==> src/rtl/por_reset_sequencer.sv <==
// Power-on reset sequencer: synchronises and filters the analog POR_N, then
// releases NUM_CH active-low domain resets in order with programmable spacing.
// Any POR drop or software reset request re-asserts every channel at once.
module por_reset_sequencer #(
   parameter int NUM_CH    = 4,
   parameter int CNT_W     = 12,
   parameter int FILT_LEN  = 4,
   parameter int INIT_DLY  = 20,
   parameter int STAGE_DLY = 20
) (
   input  logic                        CLK_I,
   input  logic                        RST_I,
   input  logic                        POR_N_I,
   input  logic                        SW_RST_I,
   input  logic [NUM_CH-1:0]           HOLD_I,
   output logic [NUM_CH-1:0]           RST_N_O,
   output logic                        READY_O,
   output logic [$clog2(NUM_CH+1)-1:0] STAGE_O
);

   localparam int IDX_W = $clog2(NUM_CH + 1);
   localparam int FC_W  = $clog2(FILT_LEN + 1);

   localparam logic [IDX_W-1:0] LAST_IDX  = IDX_W'(NUM_CH - 1);
   localparam logic [FC_W-1:0]  FILT_TGT  = FC_W'(FILT_LEN);
   localparam logic [CNT_W-1:0] INIT_TGT  = CNT_W'(INIT_DLY);
   localparam logic [CNT_W-1:0] STAGE_TGT = CNT_W'(STAGE_DLY);

   typedef enum logic [1:0] {
      S_ASSERT,
      S_FILTER,
      S_RELEASE,
      S_RUN
   } state_t;

   logic [1:0]        sync_q;
   state_t            state_q, state_d;
   logic [FC_W-1:0]   fcnt_q,  fcnt_d;
   logic [CNT_W-1:0]  dly_q,   dly_d;
   logic [IDX_W-1:0]  idx_q,   idx_d;
   logic [NUM_CH-1:0] rst_n_q, rst_n_d;
   logic              ready_q, ready_d;

   logic              por_s;
   logic              abort;
   logic              hold_cur;
   logic              tgt_hit;
   logic [CNT_W-1:0]  tgt;
   logic [NUM_CH-1:0] sel;

   assign por_s    = sync_q[1];
   assign abort    = ~por_s | SW_RST_I;
   // one-hot pointer to the channel currently being sequenced
   assign sel      = NUM_CH'(1) << idx_q;
   assign hold_cur = |(HOLD_I & sel);
   assign tgt      = (idx_q == '0) ? INIT_TGT : STAGE_TGT;
   // tgt is at least 1, and comparing against tgt-1 keeps a counter parked
   // at 2^CNT_W-1 from overflowing
   assign tgt_hit  = (dly_q >= tgt - CNT_W'(1));

   // two-flop synchroniser on the asynchronous POR_N
   always_ff @(posedge CLK_I) begin
      if (RST_I) sync_q <= '0;
      else       sync_q <= {sync_q[0], POR_N_I};
   end

   // state and output registers
   always_ff @(posedge CLK_I) begin
      if (RST_I) begin
         state_q <= S_ASSERT;
         fcnt_q  <= '0;
         dly_q   <= '0;
         idx_q   <= '0;
         rst_n_q <= '0;
         ready_q <= 1'b0;
      end else begin
         state_q <= state_d;
         fcnt_q  <= fcnt_d;
         dly_q   <= dly_d;
         idx_q   <= idx_d;
         rst_n_q <= rst_n_d;
         ready_q <= ready_d;
      end
   end

   // next-state: filter, timed release with hold, abort back to ASSERT
   always_comb begin
      state_d = state_q;
      fcnt_d  = fcnt_q;
      dly_d   = dly_q;
      idx_d   = idx_q;
      rst_n_d = rst_n_q;
      ready_d = ready_q;
      if (state_q != S_ASSERT && abort) begin
         // abort beats a release due on the same edge
         state_d = S_ASSERT;
         fcnt_d  = '0;
         dly_d   = '0;
         idx_d   = '0;
         rst_n_d = '0;
         ready_d = 1'b0;
      end else begin
         case (state_q)
            S_ASSERT: begin
               rst_n_d = '0;
               ready_d = 1'b0;
               idx_d   = '0;
               if (por_s && !SW_RST_I) begin
                  // this cycle is already the first good sample
                  state_d = S_FILTER;
                  fcnt_d  = FC_W'(1);
               end
            end
            S_FILTER: begin
               if (fcnt_q == FILT_TGT) begin
                  state_d = S_RELEASE;
                  dly_d   = '0;
                  idx_d   = '0;
               end else begin
                  fcnt_d = fcnt_q + FC_W'(1);
               end
            end
            S_RELEASE: begin
               if (!tgt_hit) begin
                  dly_d = dly_q + CNT_W'(1);
               end else if (hold_cur) begin
                  // park at the target until the hold drops
                  dly_d = tgt;
               end else begin
                  rst_n_d = rst_n_q | sel;
                  idx_d   = idx_q + IDX_W'(1);
                  dly_d   = '0;
                  if (idx_q == LAST_IDX) begin
                     state_d = S_RUN;
                     ready_d = 1'b1;
                  end
               end
            end
            S_RUN: begin
               ready_d = 1'b1;
            end
            default: state_d = S_ASSERT;
         endcase
      end
   end

   assign RST_N_O = rst_n_q;
   assign READY_O = ready_q;
   // channels are released strictly in order, so the index is the popcount
   assign STAGE_O = idx_q;

endmodule

==> config.mk <==
export PLATFORM = sky130hd
export DESIGN_NAME = por_reset_sequencer
export DESIGN_NICKNAME = d
export VERILOG_FILES = /design/src/rtl/por_reset_sequencer.sv
export SDC_FILE = /design/constraint.sdc
export NUM_CORES = 1
export LEC_CHECK = 0
export ABC_AREA = 1
export BUFFER_PORTS_ARGS = -buffer_cell sky130_fd_sc_hd__buf_2
export CORE_MARGIN = 1
export CORE_UTILIZATION = 23
export CTS_BUF_LIST = sky130_fd_sc_hd__clkbuf_4
export CTS_CLUSTER_DIAMETER = 120
export DETAILED_ROUTE_END_ITERATION = 10
export GPL_ROUTABILITY_DRIVEN = 0
export PLACE_DENSITY_LB_ADDON = 0.1
export SYNTH_ARGS = -nofsm -noshare
export SYNTH_HDL_FRONTEND = slang
export SYNTH_SLANG_ARGS = --single-unit
==> constraint.sdc <==
create_clock -name CLK_I -period 1.8 [get_ports CLK_I]
set_input_delay 0.36 -clock CLK_I [delete_from_list [all_inputs] [get_ports CLK_I]]
set_output_delay 0.36 -clock CLK_I [all_outputs]
set_load 0.02 [all_outputs]
## After elaboration in Yosys (flattened, before gate mapping)

Cells that the tools add are included.

- Bits in registers: 27
- Output and inout port bits: 8
- Word-level logic and storage cells: 69

- Add/subtract/negate cells: 3
- $lt $le $gt $ge: 1
- Equality and inequality tests: 11
- Shifts and indexed selects: 1
- Mux-type cells: 24
- Bitwise operators: 4
- Reductions and logical operators: 18

Operators by type and width:

| operator | number |
|---|---|
| $mux W12 | 2 |
| $pmux W12 S2 | 1 |
| $mux W3 | 5 |
| $add A12 B1 Y12 const B | 1 |
| $ge A12 B5 Y1 const B | 1 |
| $ne A2 B2 Y1 const B | 6 |
| $mux W2 | 5 |
| $pmux W3 S3 | 1 |
| $mux W4 | 2 |
| $pmux W4 S2 | 1 |
| $reduce_and A4 Y1 | 2 |
| $reduce_bool A2 Y1 | 4 |
| $add A3 B1 Y3 const B | 2 |
| $pmux W2 S3 | 1 |
| $pmux W3 S2 | 1 |
| $reduce_and A3 Y1 | 2 |
| $reduce_and A6 Y1 | 1 |
| $reduce_bool A3 Y1 | 2 |
| $mux W5 | 1 |
| $and A4 B4 Y4 | 1 |
| $eq A2 B2 Y1 const B | 2 |
| $or A4 B4 Y4 | 1 |
| $reduce_or A4 Y1 | 1 |
| $shl A1 B3 Y4 const A | 1 |
| other kinds (12) | 15 |

## Logic depth before layout (Yosys ltp)

- Depth after elaboration: 6
- Gate-level depth with buffers: 11
- Mapped depth without buffers: 11

## Worst setup path before layout

OpenSTA, ideal clock, no wires.

- Path type: flip-flop to flip-flop
- Start: register idx_q[0] (netlist: STAGE_O[0])
- End: register idx_q[1] (netlist: STAGE_O[1])
- Arrival time: 1,427 ps
- Data required time: 1,683 ps
- Setup slack: 255 ps
- Cell stages (with the launch flop): 12
- Buffers on the path: 1
- Period minus slack after synthesis: 1,545 ps
- Path through: dfxtp_1 inv_1 ha_1 nand3_1 nand2_1 nor2_1 nand2_1 nand2_1 buf_6 nand3_1 nand2_1 nor2_1

- Cells in the longest elaborated chain, start to end: 5

RTL lines:

| item | line | source |
|---|---|---|
| from (decl) | 40 | `logic [IDX_W-1:0] idx_q, idx_d;` |
| from (signal assigned) | 80 | `idx_q <= idx_d;` |
| parallel branches: the longest is 5 deep, another holds $add A3 B1 Y3 | -- |  |

Parallel ways; which one is timed is not known. The select of a mux whose other input is x is not followed.
A chain may end at the register's enable or synchronous reset.

## Worst setup path in the final report

- Start: register idx_q[0] (netlist: STAGE_O[0])
- End: register state_q[1]

- Cells in the longest elaborated chain, start to end: 5

RTL lines:

| item | line | source |
|---|---|---|
| $shl A1 B3 Y4 | 54 | `assign sel = NUM_CH'(1) << idx_q;` |
| $and A4 B4 Y4 | 55 | `assign hold_cur = \|(HOLD_I & sel);` |
| $reduce_or A4 Y1 | 55 |  |
| $ne A2 B2 Y1 (no source line) | -- |  |
| $reduce_and A6 Y1 (no source line) * | -- |  |
| to (signal assigned) | 77 | `state_q <= state_d;` |
| to (decl) | 37 | `state_t state_q, state_d;` |

Mark *: on every way between the ends. The rest lies on a longest branch, timed or not.

==> impl_metrics.toml <==
[run_status]
outcome = "finished clean"

[final_layout]
final_cells = 296
drive_gt1_frac = 0.186
final_area_um2 = 1670
n_fill_cell = 677
nets = 243
fin_util = 0.280
syn2layout_area_growth_pct = 16.9
antennaDiodeCount = 0

[placed_design]
place_ws_ns = 0.127
placed_cells = 292
hpwl_mm = 2.33
placed_area_um2 = 1630
portBuffers = 15

[synth]
ys_async_sr_fraction = 0
synth-simple-area-share = 0.303
syn_avg_cell_area_um2 = 7.24
synth_xor_area_frac = 0.0184
muxShareOfSynthArea = 0
syn-num-nets = 218
ys_seq_elements = 27
synth_fa_ha_area_frac = 0.114
synth_area_leader_cell = "dfxtp_1"
synth.top_cells.by_area = "dfxtp_1 38%, ha_1 11%, nand2_1 11%, nand3_1 7.7%, inv_1 7.6%"
synthTopCellsByCount = "43 x nand2_1, 29 x inv_1, 27 x dfxtp_1"
synth_seq_area_share = 0.379
synth_top_family_by_area = "simple AND/OR/NAND/NOR gates"
synth_edf_count = 0
synth_cells = 197
ys_warn_count = 0
synth.distinct_cells = 25
synth_flop_cell = "dfxtp_1"
synth_compound_area_frac = 0.0825
netlist_area_um2 = 1430
yosysMostFrequentCell = "nand2_1"
yosysTopAreaCellShare = 0.379

[power]
leakagePower_nw = 0.795
powerDensity_nw_per_um2 = 1070
ir_drop_mv = 0.305
power_mw = 1.78

[cts]
cts_buffer_depth = 2
cts_setup_buffers = 0
cts_tree = "done"
root_buffer = "clkbuf_4"
clkTransAtPathRegs_ns = 0.15
postCtsHoldBufs = 0
cts_buffers = 3
htreeDepth = 1
clock-sinks = 27
clk-insertion-delay-late_ns = 0.32

[floorplan]
ios = 16
initial_core_util = 0.239
die-height_um = 80.8
coreArea_um2 = 5960
die_w_um = 80.8
row_count = 28
dieArea_um2 = 6520

[detailed_routing]
wl_per_cell_um = 9.94
drcViolationCount = 0
wl_mm = 2.94
drt-vias-per-instance = 4.09
drtPass1Iterations = 4
drtAntennaViolNets = 0
first_iter_violations = 44
dr_total_vias = 1211

[timing]
rsz0062_at_grt = "no"
tightestPinTransition_ns = 0.459
maxSlewHeadroom = 0.691
holdWs_ns = 0.214
slew_viol_final = 0
worst_slack_ns = 0.252
min_period_ns = 1.55
fin_skew_ns = 0.00178
fin_setup_tns_ns = 0
max_freq_ghz = 0.646
post-route-period-util = 0.860
hold_violations = 0
setup_viol = 0

[worst_setup_path]
crit_arrival_ns = 1.82
crit_path_max_fanout = 11
ff2ff_path_depth = 11
r2r_slack_ns = 0.25
cp-start-kind = "flip-flop"
worst_ep_required_time_ns = 2.08
cp-end-kind = "flip-flop"
critical_path_class = "reg -> reg"

[min_path]
min_path_type = "in -> reg"
min_path_cells = 2

[flow_run]
cap_viol_max_count = 0

[global_routing]
grt_pass1_vias = 1163
grt_max_degree = 16
gr-usage-all-layers = 0.103
antenna_found_initial = 0
overflow = 0
grt_pass1_wl_mm = 5.24
==> metal layers <==
layer	part of all wire	GRT usage
met2	0.46	0.182
met3	0.043	0.0270
met1	0.49	0.123
met5	0	0
met4	0.0085	0.0268
==> cell families after synthesis <==
| logic type | after synthesis |
|---|---|
| xor gates and xnor gates | 3 |
| DFF | 27 |
| adders and majority gates | 13 |
| and+or+nand+nor | 99 |
| buffers and inverters | 35 |
| AOI/OAI and AO/OA | 20 |
==> report_power, final <==
group          internal (mW)  switching, mW  total (mW)
Combinational          0.298          0.513       0.811
Clock                 0.0834          0.186       0.269
Sequential             0.656         0.0427       0.698
Total                   1.04          0.742        1.78
==> cell type report <==
type,count,area (um2),share of cell area
Tap cell,75,93.8,0.0563
Clock inverter,1,5.00,0.00300
Inverter,32,120,0.0720
Multi-Input combinational cell,135,748,0.449
Clock buffer,3,22.5,0.0135
Timing Repair Buffer,23,135,0.0810
Sequential cell,27,543,0.326
==> path summary, 6_finish.rpt <==
path / start / end
setup / recovery: STAGE_O[0] / state_q[1]
hold / removal: RST_I / sync_q[1]
setup reg to reg: STAGE_O[0] / state_q[1]
hold reg to reg: sync_q[0] / sync_q[1]
==> cell usage in the layout, fill, tap and decap left out, drive strengths merged, types with 4 or more instances in the layout <==
| cell | count |
|---|---|
| buf | 23 |
| dfxtp | 27 |
| ha | 13 |
| inv | 32 |
| o21ai | 4 |
| nand2 | 44 |
| nor2 | 27 |
| a21oi | 12 |
| nand3 | 22 |
==> worst max-delay path, cell delays in order (launching register included) <==
cell and delay (ns):
dfxtp_1 0.36, ha_1 0.21, ha_1 0.20, nand2_1 0.07
nand2_1 0.07, nor2_1 0.11, nand2_1 0.09, nand2_4 0.13
nand2_1 0.08, nand2_1 0.06, inv_1 0.04, nor2_1 0.08
==> flip-flops by register name (all words and copies together) (netlist names) <==
| register | count |
|---|---|
| READY_O | 1 |
| RST_N_O | 4 |
| STAGE_O | 3 |
| dly_q | 12 |
| fcnt_q | 3 |
| state_q | 2 |
| sync_q | 2 |
==> repair_timing <==
| action | in CTS | in global routing |
|---|---|---|
| endpoints found under the hold margin | 0 | 0 |
| setup endpoints to repair | 0 | 10 |
| gates resized for setup | 0 | 6 |
(Power assumes the default switching activity.)
